`config.mk`:
```
export PLATFORM = sky130hd
export DESIGN_NAME = descrambler_sync
export DESIGN_NICKNAME = d
export VERILOG_FILES = /design/src/rtl/descrambler_pkg.sv /design/src/rtl/lfsr_keystream_8.sv /design/src/rtl/descrambler_sync.sv
export SDC_FILE = /design/constraint.sdc
export NUM_CORES = 1
export LEC_CHECK = 0
export ABC_AREA = 1
export BUFFER_PORTS_ARGS = -buffer_cell sky130_fd_sc_hd__clkbuf_2
export CAP_MARGIN = 20
export CORE_UTILIZATION = 50
export DETAILED_ROUTE_END_ITERATION = 6
export PLACE_DENSITY = 0.7
export REMOVE_ABC_BUFFERS = 1
export SYNTH_ARGS = -nofsm -noshare
export SYNTH_HDL_FRONTEND = slang
export SYNTH_SLANG_ARGS = --single-unit
```
`constraint.sdc`:
```
create_clock -name clk -period 2.64 [get_ports clk]
set_clock_uncertainty 0.1 [all_clocks]
set_input_delay 0.132 -clock clk [delete_from_list [all_inputs] [get_ports clk]]
set_output_delay 0.132 -clock clk [all_outputs]
set_load 0.05 [all_outputs]
```
`src/rtl/descrambler_pkg.sv`:
```
// Shared types and constants for the frame-synchronous descrambler.
package descrambler_pkg;

    typedef enum logic [1:0] {
        StHunt,
        StVerify,
        StLocked
    } state_e;

    localparam logic [6:0]  LfsrSeed  = 7'h7F;
    // x^7 + x^6 + 1: feedback from bits 6 and 5 of the left-shifting register.
    localparam int unsigned LfsrTapHi = 6;
    localparam int unsigned LfsrTapLo = 5;

endpackage

```
`src/rtl/lfsr_keystream_8.sv`:
```
// Combinational eight-step advance of the 7-bit keystream LFSR, producing one byte MSB first.
module lfsr_keystream_8
    import descrambler_pkg::*;
(
    input  logic [6:0] state,
    output logic [7:0] keystream,
    output logic [6:0] next_state
);

    logic [6:0] s;
    logic       fb;

    always_comb begin
        s         = state;
        fb        = 1'b0;
        keystream = '0;
        for (int i = 7; i >= 0; i--) begin
            fb           = s[LfsrTapHi] ^ s[LfsrTapLo];
            keystream[i] = fb;
            s            = {s[5:0], fb};
        end
        next_state = s;
    end

endmodule

```
`src/rtl/descrambler_sync.sv`:
```
// Frame-sync hunter and payload descrambler with a one-deep output register.
// Optional sync-error statistics are enabled by defining DESCRAMBLER_STATS_EN.
module descrambler_sync
    import descrambler_pkg::*;
#(
    parameter logic [7:0]  SYNC_BYTE  = 8'h47,
    parameter int unsigned FRAME_LEN  = 16,
    parameter int unsigned LOCK_COUNT = 3,
    parameter int unsigned MISS_COUNT = 2
) (
    input  logic       clk,
    input  logic       rst,
    input  logic [7:0] in_data,
    input  logic       in_valid,
    output logic       in_ready,
    output logic [7:0] out_data,
    output logic       out_valid,
    input  logic       out_ready,
    output logic       locked
`ifdef DESCRAMBLER_STATS_EN
    ,
    output logic [7:0] sync_err_cnt
`endif
);

    localparam int unsigned    PosW    = $clog2(FRAME_LEN);
    localparam logic [PosW-1:0] PosLast = PosW'(FRAME_LEN - 1);
    localparam logic [3:0]     LockCnt = 4'(LOCK_COUNT);
    localparam logic [3:0]     MissCnt = 4'(MISS_COUNT);

    state_e          state_q;
    logic [PosW-1:0] pos_q;
    logic [3:0]      good_cnt_q;
    logic [3:0]      miss_cnt_q;
    logic [6:0]      lfsr_q;
    logic [7:0]      out_data_q;
    logic            out_valid_q;

    logic [7:0]      ks;
    logic [6:0]      lfsr_next;
    logic            accept;
    logic            out_xfer;
    logic            is_sync;
    logic            sync_pos;
    logic [PosW-1:0] pos_inc;
    logic [3:0]      good_inc;
    logic [3:0]      miss_inc;

    lfsr_keystream_8 u_keystream (
        .state     (lfsr_q),
        .keystream (ks),
        .next_state(lfsr_next)
    );

    assign in_ready  = !out_valid_q || out_ready;
    assign accept    = in_valid && in_ready;
    assign out_xfer  = out_valid_q && out_ready;
    assign is_sync   = (in_data == SYNC_BYTE);
    assign sync_pos  = (pos_q == '0);
    assign pos_inc   = (pos_q == PosLast) ? '0 : pos_q + PosW'(1);
    assign good_inc  = good_cnt_q + 4'd1;
    assign miss_inc  = miss_cnt_q + 4'd1;
    assign out_data  = out_data_q;
    assign out_valid = out_valid_q;
    assign locked    = (state_q == StLocked);

    always_ff @(posedge clk) begin
        if (rst) begin
            state_q     <= StHunt;
            pos_q       <= '0;
            good_cnt_q  <= '0;
            miss_cnt_q  <= '0;
            lfsr_q      <= LfsrSeed;
            out_data_q  <= '0;
            out_valid_q <= 1'b0;
        end else begin
            // A payload accept below overrides this clear, giving a zero-bubble pass.
            if (out_xfer) out_valid_q <= 1'b0;
            if (accept) begin
                unique case (state_q)
                    StHunt: begin
                        if (is_sync) begin
                            pos_q      <= PosW'(1);
                            good_cnt_q <= 4'd1;
                            miss_cnt_q <= '0;
                            lfsr_q     <= LfsrSeed;
                            state_q    <= (LockCnt == 4'd1) ? StLocked : StVerify;
                        end
                    end
                    StVerify: begin
                        if (sync_pos) begin
                            lfsr_q <= LfsrSeed;
                            if (is_sync) begin
                                pos_q      <= pos_inc;
                                good_cnt_q <= good_inc;
                                if (good_inc == LockCnt) begin
                                    state_q    <= StLocked;
                                    miss_cnt_q <= '0;
                                end
                            end else begin
                                state_q    <= StHunt;
                                pos_q      <= '0;
                                good_cnt_q <= '0;
                            end
                        end else begin
                            pos_q <= pos_inc;
                        end
                    end
                    StLocked: begin
                        if (sync_pos) begin
                            lfsr_q <= LfsrSeed;
                            pos_q  <= pos_inc;
                            if (is_sync) begin
                                miss_cnt_q <= '0;
                            end else if (miss_inc == MissCnt) begin
                                state_q    <= StHunt;
                                pos_q      <= '0;
                                good_cnt_q <= '0;
                                miss_cnt_q <= '0;
                            end else begin
                                miss_cnt_q <= miss_inc;
                            end
                        end else begin
                            pos_q       <= pos_inc;
                            lfsr_q      <= lfsr_next;
                            out_data_q  <= in_data ^ ks;
                            out_valid_q <= 1'b1;
                        end
                    end
                    default: state_q <= StHunt;
                endcase
            end
        end
    end

`ifdef DESCRAMBLER_STATS_EN
    logic [7:0] sync_err_cnt_q;

    always_ff @(posedge clk) begin
        if (rst) begin
            sync_err_cnt_q <= '0;
        end else if (accept && locked && sync_pos && !is_sync && (sync_err_cnt_q != 8'hFF)) begin
            sync_err_cnt_q <= sync_err_cnt_q + 8'd1;
        end
    end

    assign sync_err_cnt = sync_err_cnt_q;
`endif

endmodule

```
==> flow_summary.yaml, run 1 <==
run_status:
  status: "completed"
layout:
  finalNetCount: 322
  diodes: 0
  area_growth_pct: 12.0
  fin_area_mm2: 0.00218
  final_layout_size_suffix_gt1_share_pct: 20.3
place:
  gp_congestion: 0.814
  dp_hpwl_mm: 2.89
  io_buffers: 22
  placed_area_mm2: 0.00209
sta:
  holdWs_ps: 49.0
  slew_violations: 0
  max_freq_mhz: 563
  min_period_ps: 1780
  tns_ps: 0
  max-slew-margin-rel_pct: 47.2
  worst_slew_pin_slew_ps: 792
  final_hold_viol_count: 0
  rsz0062_at_grt: "no"
  period_share_pct: 67.3
  setup_violations: 0
hold_path:
  hold_path.class: "in2reg"
floorplanning:
  initial_core_util_pct: 52.6
  io_pins: 23
  die_area_mm2: 0.00414
  die_h_um: 64.3
  coreArea_mm2: 0.00369
  rows: 22
  die_w_um: 64.3
global_route:
  grt.overflow.total: 0
  antenna_found_initial: 0
  grt_max_degree: 27
  track_usage_pct: 21.5
  grt_pass1_vias: 1597
  grt_pass1_wl_mm: 6.85
route:
  vias_per_cell: 4.97
  drt_iter0_drc: 79
  drt-pass1-iter-count: 4
  num_vias: 1731
  drcViolationCount: 0
  routed_wl_mm: 3.88
  detail-route-antenna-nets: 0
  wl_per_cell_um: 11.1
power:
  power_switching_uw: 372
  p_comb_share_pct: 24.0
  clkPwrFrac_pct: 30.5
  pwr_density_cell_mw_per_mm2: 521
  ir_drop_mv: 0.437
  intPower_uw: 761
  p_leak_uw: 0.00102
  seqPwrFrac_pct: 45.5
  switching_share_pct: 32.8
worst_setup_path:
  critPathKind: "reg2reg"
  required_ps: 2750
  start_kind: "flop"
  worst_setup_path_end_kind: "flop"
  max_stage_delay_ps: 350
  critPathMaxFanout: 17
  worstPathArrival_ps: 1890
  path_cells: "inv_1, ha_1, nand2_2, nor2_4, o21ai_0, a21oi_1"
  cp_slowest_cell: "ha_1"
clocking:
  cts_buffer_depth: 2
  postCtsSetupRepairBufs: 0
  numCtsBuffers: 5
  clk_pin_slew_worst_paths_ps: 60
  cts_max_level: 2
  cts.sinks: 30
  cts_root_buf: "clkbuf_8"
  insertion_delay_ps: 280
  cts_tree: "built"
logic_synthesis:
  synth_async_sr_flop_share_pct: 0
  syn_area_mm2: 0.00194
  ys_top_cells_by_count: "nand2_1 (71), dfxtp_1 (30), inv_1 (28)"
  post-synth-top-count-cell: "nand2_1"
  ys_ff_latch: 30
  yosys.area.top_type_share_pct: 30.9
  synth_cell_types: 33
  synthTopCellsByArea: "dfxtp_1 (31%), nand2_1 (14%), ha_1 (6.4%), nand3_1 (6.2%), inv_1 (5.4%)"
  syn-mean-instance-area_um2: 7.09
  ys.flop_type: "dfxtp_1"
  ys_seq_area_share_pct: 30.9
  yosysWarnings: 0
  syn-instance-count: 274
  yosysTopAreaCell: "dfxtp_1"
  synth_edf_count: 0
run:
  maxCapViolCount: 0
[repair_timing]
item / CTS / global route
endpoints found under the hold margin: 3 / 0
gates resized for setup: 0 / 0
hold buffers: 1 / 0
[state kept, by name, summed over array words and instances (netlist names)]
| register | count |
|---|---|
| good_cnt_q | 4 |
| miss_cnt_q | 4 |
| out_valid | 1 |
| pos_q | 4 |
| state_q | 2 |
| lfsr_q | 7 |
| out_data | 8 |
[final timing paths]
kind / start / end / slack (ps) / cells past startpoint
min: out_ready / out_valid$_SDFF_PP0_ / 50 / 4
max reg2reg: state_q[0]$_SDFFE_PP0P_ / out_data[0]$_SDFFE_PP0P_ / 860 / 6
max: state_q[0]$_SDFFE_PP0P_ / out_data[0]$_SDFFE_PP0P_ / 860 / 6
min reg2reg: miss_cnt_q[3]$_SDFFE_PP0P_ / miss_cnt_q[3]$_SDFFE_PP0P_ / 410 / 2
[per-layer routing]
layer / vias up / GRT usage (%) / part of all wire (%)
met5: - / 0 / 0
met3: 2 / 6.25 / 2.8
met4: 0 / 8.33 / 0.98
li1: 924 / - / -
met1: 786 / 25.8 / 49
met2: 19 / 35.7 / 47
[logic make-up after synthesis]
kind of cell | Yosys count | synth area share (%)
adders and majority gates | 10 | 6.44
xor gates and xnor gates | 17 | 8.05
and+or+nand+nor | 150 | 38.0
DFF | 30 | 30.9
buffers and inverters | 38 | 8.31
AOI/OAI and AO/OA | 29 | 8.31
[worst max-delay path: cells and delay by family, from the launching register on]
| kind | cells | cell delay [ps] |
|---|---|---|
| flops | 1 | 340 |
| fa+ha+maj | 1 | 350 |
| buf+inv | 1 | 100 |
| simple gates | 2 | 520 |
| compound gates | 2 | 290 |
[power by group through the flow]
stage	clock network [uW]	registers, uW	logic, uW
after floorplan	0	519	221
after global placement	0	524	270
after global routing	383	520	309
after CTS	358	515	275
final	346	516	272
after detailed placement	0	525	273
[metrics by stage]
stage / worst slack (ps) / util [%] / total power [uW] / std cells
3_5_place_dp: 888 / 56.6 / 798 / 340
5_1_grt: 665 / 59.0 / 1210 / 348
6_report: 862 / 59.0 / 1130 / 348
3_3_place_gp: 962 / 56.6 / 794 / 340
4_1_cts: 865 / 59.0 / 1150 / 348
2_1_floorplan: 669 / - / 739 / 270
[cell usage in the layout (no fill, tap or decap), drive strengths merged]
cell type / instances
nand2: 82
nor2: 35
inv: 32
dfxtp: 30
clkbuf: 27
nand3: 26
a21oi: 16
xor2: 10
ha: 10
o21ai: 9
xnor2: 7
nand4: 5
clkinv: 4
o21bai: 2
o22ai: 1
nor3: 1
nand3b: 1
a211oi: 1
dlygate4sd3: 1
[area by class of cell]
cell class,count,area (um^2)
clock inverters,2,10.0
well taps,48,60.1
inverters,34,136
clock buffers,5,68.8
multi-input cells,206,1180
repair buffers,23,120
flip-flops and latches,30,601
fillers,382,1510
Note: power is estimated with default switching activity, not from simulation.
==> run 2: changes to the inputs <==
Clock period 2.64 ns to 1.7 ns, I/O delays scaled along.
==> flow_summary.yaml, run 2 (synthesized netlist as in run 1, its figures left out) <==
run_status:
  status: "completed"
worst_setup_path:
  worst_setup_path_end_kind: "output port"
  start_kind: "flop"
  crit_family: "buffers and inverters"
  cp_slowest_cell: "dfxtp_1"
  worstPathArrival_ps: 1430
  path_cells: "inv_1, ha_2, buf_4, clkbuf_2"
  crit_buf_inv: 3
  required_ps: 1510
  critPathMaxFanout: 5
  critPathKind: "reg2out"
  max_stage_delay_ps: 350
sta:
  final_hold_viol_count: 0
  holdWs_ps: 13.6
  period_share_pct: 95.2
  min_period_ps: 1620
  setup_violations: 0
  slew_violations: 0
  max_freq_mhz: 618
  max-slew-margin-rel_pct: 80.1
  worst_slew_pin_slew_ps: 300
  tns_ps: 0
power:
  clkPwrFrac_pct: 35.9
  p_leak_uw: 0.00110
  ir_drop_mv: 0.489
  p_comb_share_pct: 23.5
  seqPwrFrac_pct: 40.6
  switching_share_pct: 30.2
  power_switching_uw: 593
  pwr_density_cell_mw_per_mm2: 844
  intPower_uw: 1370
clocking:
  cts_buffer_depth: 2
  numCtsBuffers: 5
  cts_root_buf: "clkbuf_8"
  cts_tree: "built"
  clk_pin_slew_worst_paths_ps: 70
  cts.sinks: 30
  insertion_delay_ps: 290
  cts_max_level: 2
floorplanning:
  io_pins: 23
  initial_core_util_pct: 52.6
  die_h_um: 64.3
  die_area_mm2: 0.00414
  rows: 22
  die_w_um: 64.3
  coreArea_mm2: 0.00369
layout:
  area_growth_pct: 20.1
  seq_area_um2: 613
  final_cell_mix: "nand2_1 (70), inv_1 (28), nor2_1 (26)"
  final_layout_size_suffix_gt1_share_pct: 26.0
  multi_input_area_mm2: 0.00121
  fillers: 348
  diodes: 0
  finalNetCount: 332
  layout_commonest_cell: "nand2_1"
  largest_reg_flops: 8
place:
  gp_congestion: 0.787
  io_buffers: 22
  dp_hpwl_mm: 2.81
global_route:
  grt_max_degree: 27
  antenna_found_initial: 0
  grt_pass1_vias: 1570
  grt_pass1_wl_mm: 6.73
  grt.overflow.total: 0
  track_usage_pct: 21.3
route:
  vias_per_cell: 4.87
  drcViolationCount: 0
  drt_iter0_drc: 54
  detail-route-antenna-nets: 0
  routed_wl_mm: 3.89
  drt-pass1-iter-count: 4
  num_vias: 1748
  wl_per_cell_um: 10.8
hold_path:
  hold_path.class: "in2reg"
run:
  maxCapViolCount: 0
-- run 2: changes by cell type in the layout (fill, tap and decap cells not counted), sizes merged --
cell         delta
buf             +9
clkbuf          +2
clkinv          -2
bufinv          +1
dlygate4sd3     +1
-- run 2: worst paths after layout --
path                                    from                         end  slack [ps]  cells after the start
setup / recovery     state_q[0]$_SDFFE_PP0P_                      locked          80                      4
hold / removal                    in_data[4]    out_data[4]$_SDFFE_PP0P_          10                      3
setup reg to reg     state_q[0]$_SDFFE_PP0P_     state_q[1]$_SDFFE_PP0P_          80                      6
hold reg to reg   miss_cnt_q[3]$_SDFFE_PP0P_  miss_cnt_q[3]$_SDFFE_PP0P_         410                      2
-- run 2: stage by stage --
| step | worst slack [ps] | utilization [%] | area, um^2 | cells | total power, uW |
|---|---|---|---|---|---|
| after floorplan | -271 | - | 1920 | 270 | 1150 |
| after global placement | 70.9 | 58.3 | 2150 | 347 | 1250 |
| after detailed placement | 74.2 | 58.3 | 2150 | 347 | 1260 |
| after CTS | 17.3 | 61.8 | 2280 | 357 | 1970 |
| after global routing | -13.0 | 63.2 | 2330 | 359 | 2080 |
| final | 81.9 | 63.2 | 2330 | 359 | 1970 |
-- run 2: metal layers --
layer  part of all wire, %  GRT usage, %
met1                    47          24.6
met2                    49          37.5
met3                   2.9          5.89
met4                   1.4          6.67
met5                     0             0
-- run 2: worst register-to-register path, stage by stage (launching register included) --
cell	delay (ps)
dfxtp_1	410
ha_2	310
nand3_2	170
nor2_1	220
nor2_4	80
a21oi_1	160
nor2_1	60
-- run 2: what timing repair did --
action                     4_1_cts  5_1_grt
hold endpoints to repair         3        0
setup endpoints to repair        0       19
setup buffers                    0        2
resized for setup                0       16
hold buffers                     2        0
-- run 2: power groups by stage --
| stage | sequential, uW | clock, uW | combinational (uW) |
|---|---|---|---|
| 5_1_grt | 805 | 758 | 521 |
| 4_1_cts | 797 | 722 | 452 |
| 6_report | 799 | 707 | 462 |
| 3_3_place_gp | 811 | 0 | 440 |
| 3_5_place_dp | 812 | 0 | 445 |
| 2_1_floorplan | 805 | 0 | 343 |
-- run 2: layout make-up --
class,instances,share of cell area [%]
Clock buffer,7,3.27
Clock inverter,1,1.29
Inverter,34,5.85
Multi-Input combinational cell,206,51.7
Sequential cell,30,26.3
Tap cell,48,2.58
Timing Repair Buffer,33,9.01
==> run 3: changes to the inputs <==
Settings changed: CORE_UTILIZATION 50 to 58, PLACE_DENSITY 0.7 to 0.79.
==> flow_summary.yaml, run 3 (synthesized netlist as in run 1, its figures left out) <==
layout:
  fillers: 257
  diodes: 0
  layout_commonest_cell: "nand2_1"
  final_cell_mix: "nand2_1 (69), inv_1 (27), nand3_1 (24), nor2_1 (24), dfxtp_1 (22)"
  final_layout_size_suffix_gt1_share_pct: 26.9
  fin_area_mm2: 0.00238
  area_growth_pct: 22.7
  utilization_pct: 76.8
  finalNetCount: 338
  largest_reg_flops: 8
sta:
  min_period_ps: 1610
  holdWs_ps: 213
  worst_slew_pin_slew_ps: 330
  period_share_pct: 94.8
  slew_violations: 0
  setup_violations: 0
  final_hold_viol_count: 0
  fin_ws_ps: 87.6
  max_freq_mhz: 620
  max-slew-margin-rel_pct: 77.9
power:
  pwr_density_cell_mw_per_mm2: 712
  p_leak_uw: 0.00111
  total_power_uw: 1700
  ir_drop_mv: 0.459
place:
  io_buffers: 22
  placed_area_mm2: 0.00212
  dp_hpwl_mm: 2.94
  dpl_worst_slack_ps: -13.5
  gp_congestion: 0.844
global_route:
  grt_max_degree: 25
  track_usage_pct: 25.5
  grt_pass1_wl_mm: 6.86
  grt_pass1_vias: 1605
  antenna_found_initial: 0
  grt.overflow.total: 0
route:
  drt_iter0_drc: 120
  wl_per_cell_um: 11.8
  drt-pass1-iter-count: 5
  vias_per_cell: 5.18
  drcViolationCount: 0
  detail-route-antenna-nets: 0
  num_vias: 1863
  routed_wl_mm: 4.24
worst_setup_path:
  critPathKind: "reg2out"
  worst_setup_path_end_kind: "output port"
  crit_family: "buffers and inverters"
  start_kind: "flop"
  max_stage_delay_ps: 350
  crit_buf_inv: 3
  critPathMaxFanout: 6
  cp_slowest_cell: "dfxtp_2"
  required_ps: 1510
  worstPathArrival_ps: 1430
  path_cells: "inv_1, ha_1, buf_4, clkbuf_4"
run:
  maxCapViolCount: 0
clocking:
  clk_pin_slew_worst_paths_ps: 100
  cts_tree: "built"
  cts_buffer_depth: 2
  cts.sinks: 30
  insertion_delay_ps: 330
  numCtsBuffers: 5
  cts_root_buf: "clkbuf_4"
  cts_max_level: 2
floorplanning:
  coreArea_mm2: 0.00310
  io_pins: 23
  rows: 20
  die_h_um: 59.9
  die_w_um: 59.9
  initial_core_util_pct: 62.6
  die_area_mm2: 0.00358
run_status:
  status: "completed"
hold_path:
  hold_path.class: "in2reg"
run 3: cell types whose count changed in the layout (fill, tap and decap cells not counted), moves of 2 or more:
cell and delta:
a21oi_2 -2, clkbuf_1 -2, clkbuf_4 +6, clkbuf_8 -5
clkinv_2 +2, dfxtp_1 -2, dfxtp_4 +2, dlygate4sd3_1 +8
nand2_4 +2, nor2_1 -2, nor2_4 +2
run 3: path summary, 6_finish.rpt:
path                                                    to  slack, ps  depth (start not counted)                        from
worst max register to register     state_q[1]$_SDFFE_PP0P_        100                          7     state_q[1]$_SDFFE_PP0P_
worst min-delay path              out_data[6]$_SDFFE_PP0P_        210                          5                    in_valid
worst min register to register  good_cnt_q[3]$_SDFFE_PP0P_        420                          2  good_cnt_q[3]$_SDFFE_PP0P_
worst max-delay path                                locked         90                          4     state_q[0]$_SDFFE_PP0P_
run 3: worst reg2reg max path, delay by kind of cell (launching register included):
kind            cells  cell delay (ps)
compound gates      1              120
fa+ha+maj           1              300
buf+inv             1               80
flops               1              350
simple gates        4              570
run 3: area by class of cell:
class | count | area [um^2] | share of cell area [%]
sequential | 30 | 621 | 26.1
tap | 44 | 55.1 | 2.31
clock inverter | 2 | 10.0 | 0.420
timing repair buffer | 39 | 265 | 11.1
clock buffer | 5 | 37.5 | 1.58
multi-input combinational | 206 | 1250 | 52.7
inverter | 34 | 139 | 5.83
run 3: per-layer routing:
metal  vias to the layer above  part of all wire [%]  GRT usage [%]
met3                         7                   3.8           6.71
met1                       858                    48           32.0
met4                         0                   1.6           8.97
li1                        955                     -              -
met2                        43                    47           41.9
met5                         -                     0              0
run 3: power by group:
part	internal, uW	switching [uW]
registers	748	55.8
clock network	148	254
logic	199	290
run 3: timing repair:
action                                  in CTS  in global routing
endpoints found under the hold margin       11                  0
gates resized for setup                      1                 32
setup buffers                                0                  2
endpoints found under the setup margin       4                 24
pin swaps                                    0                 11
hold buffers                                10                  0
run 3: per-stage QoR:
stage,TNS (ps),cells
after floorplan,-4890,270
after global placement,0,341
after detailed placement,-17.9,341
after CTS,0,358
after global routing,-26.9,360
final,0,360
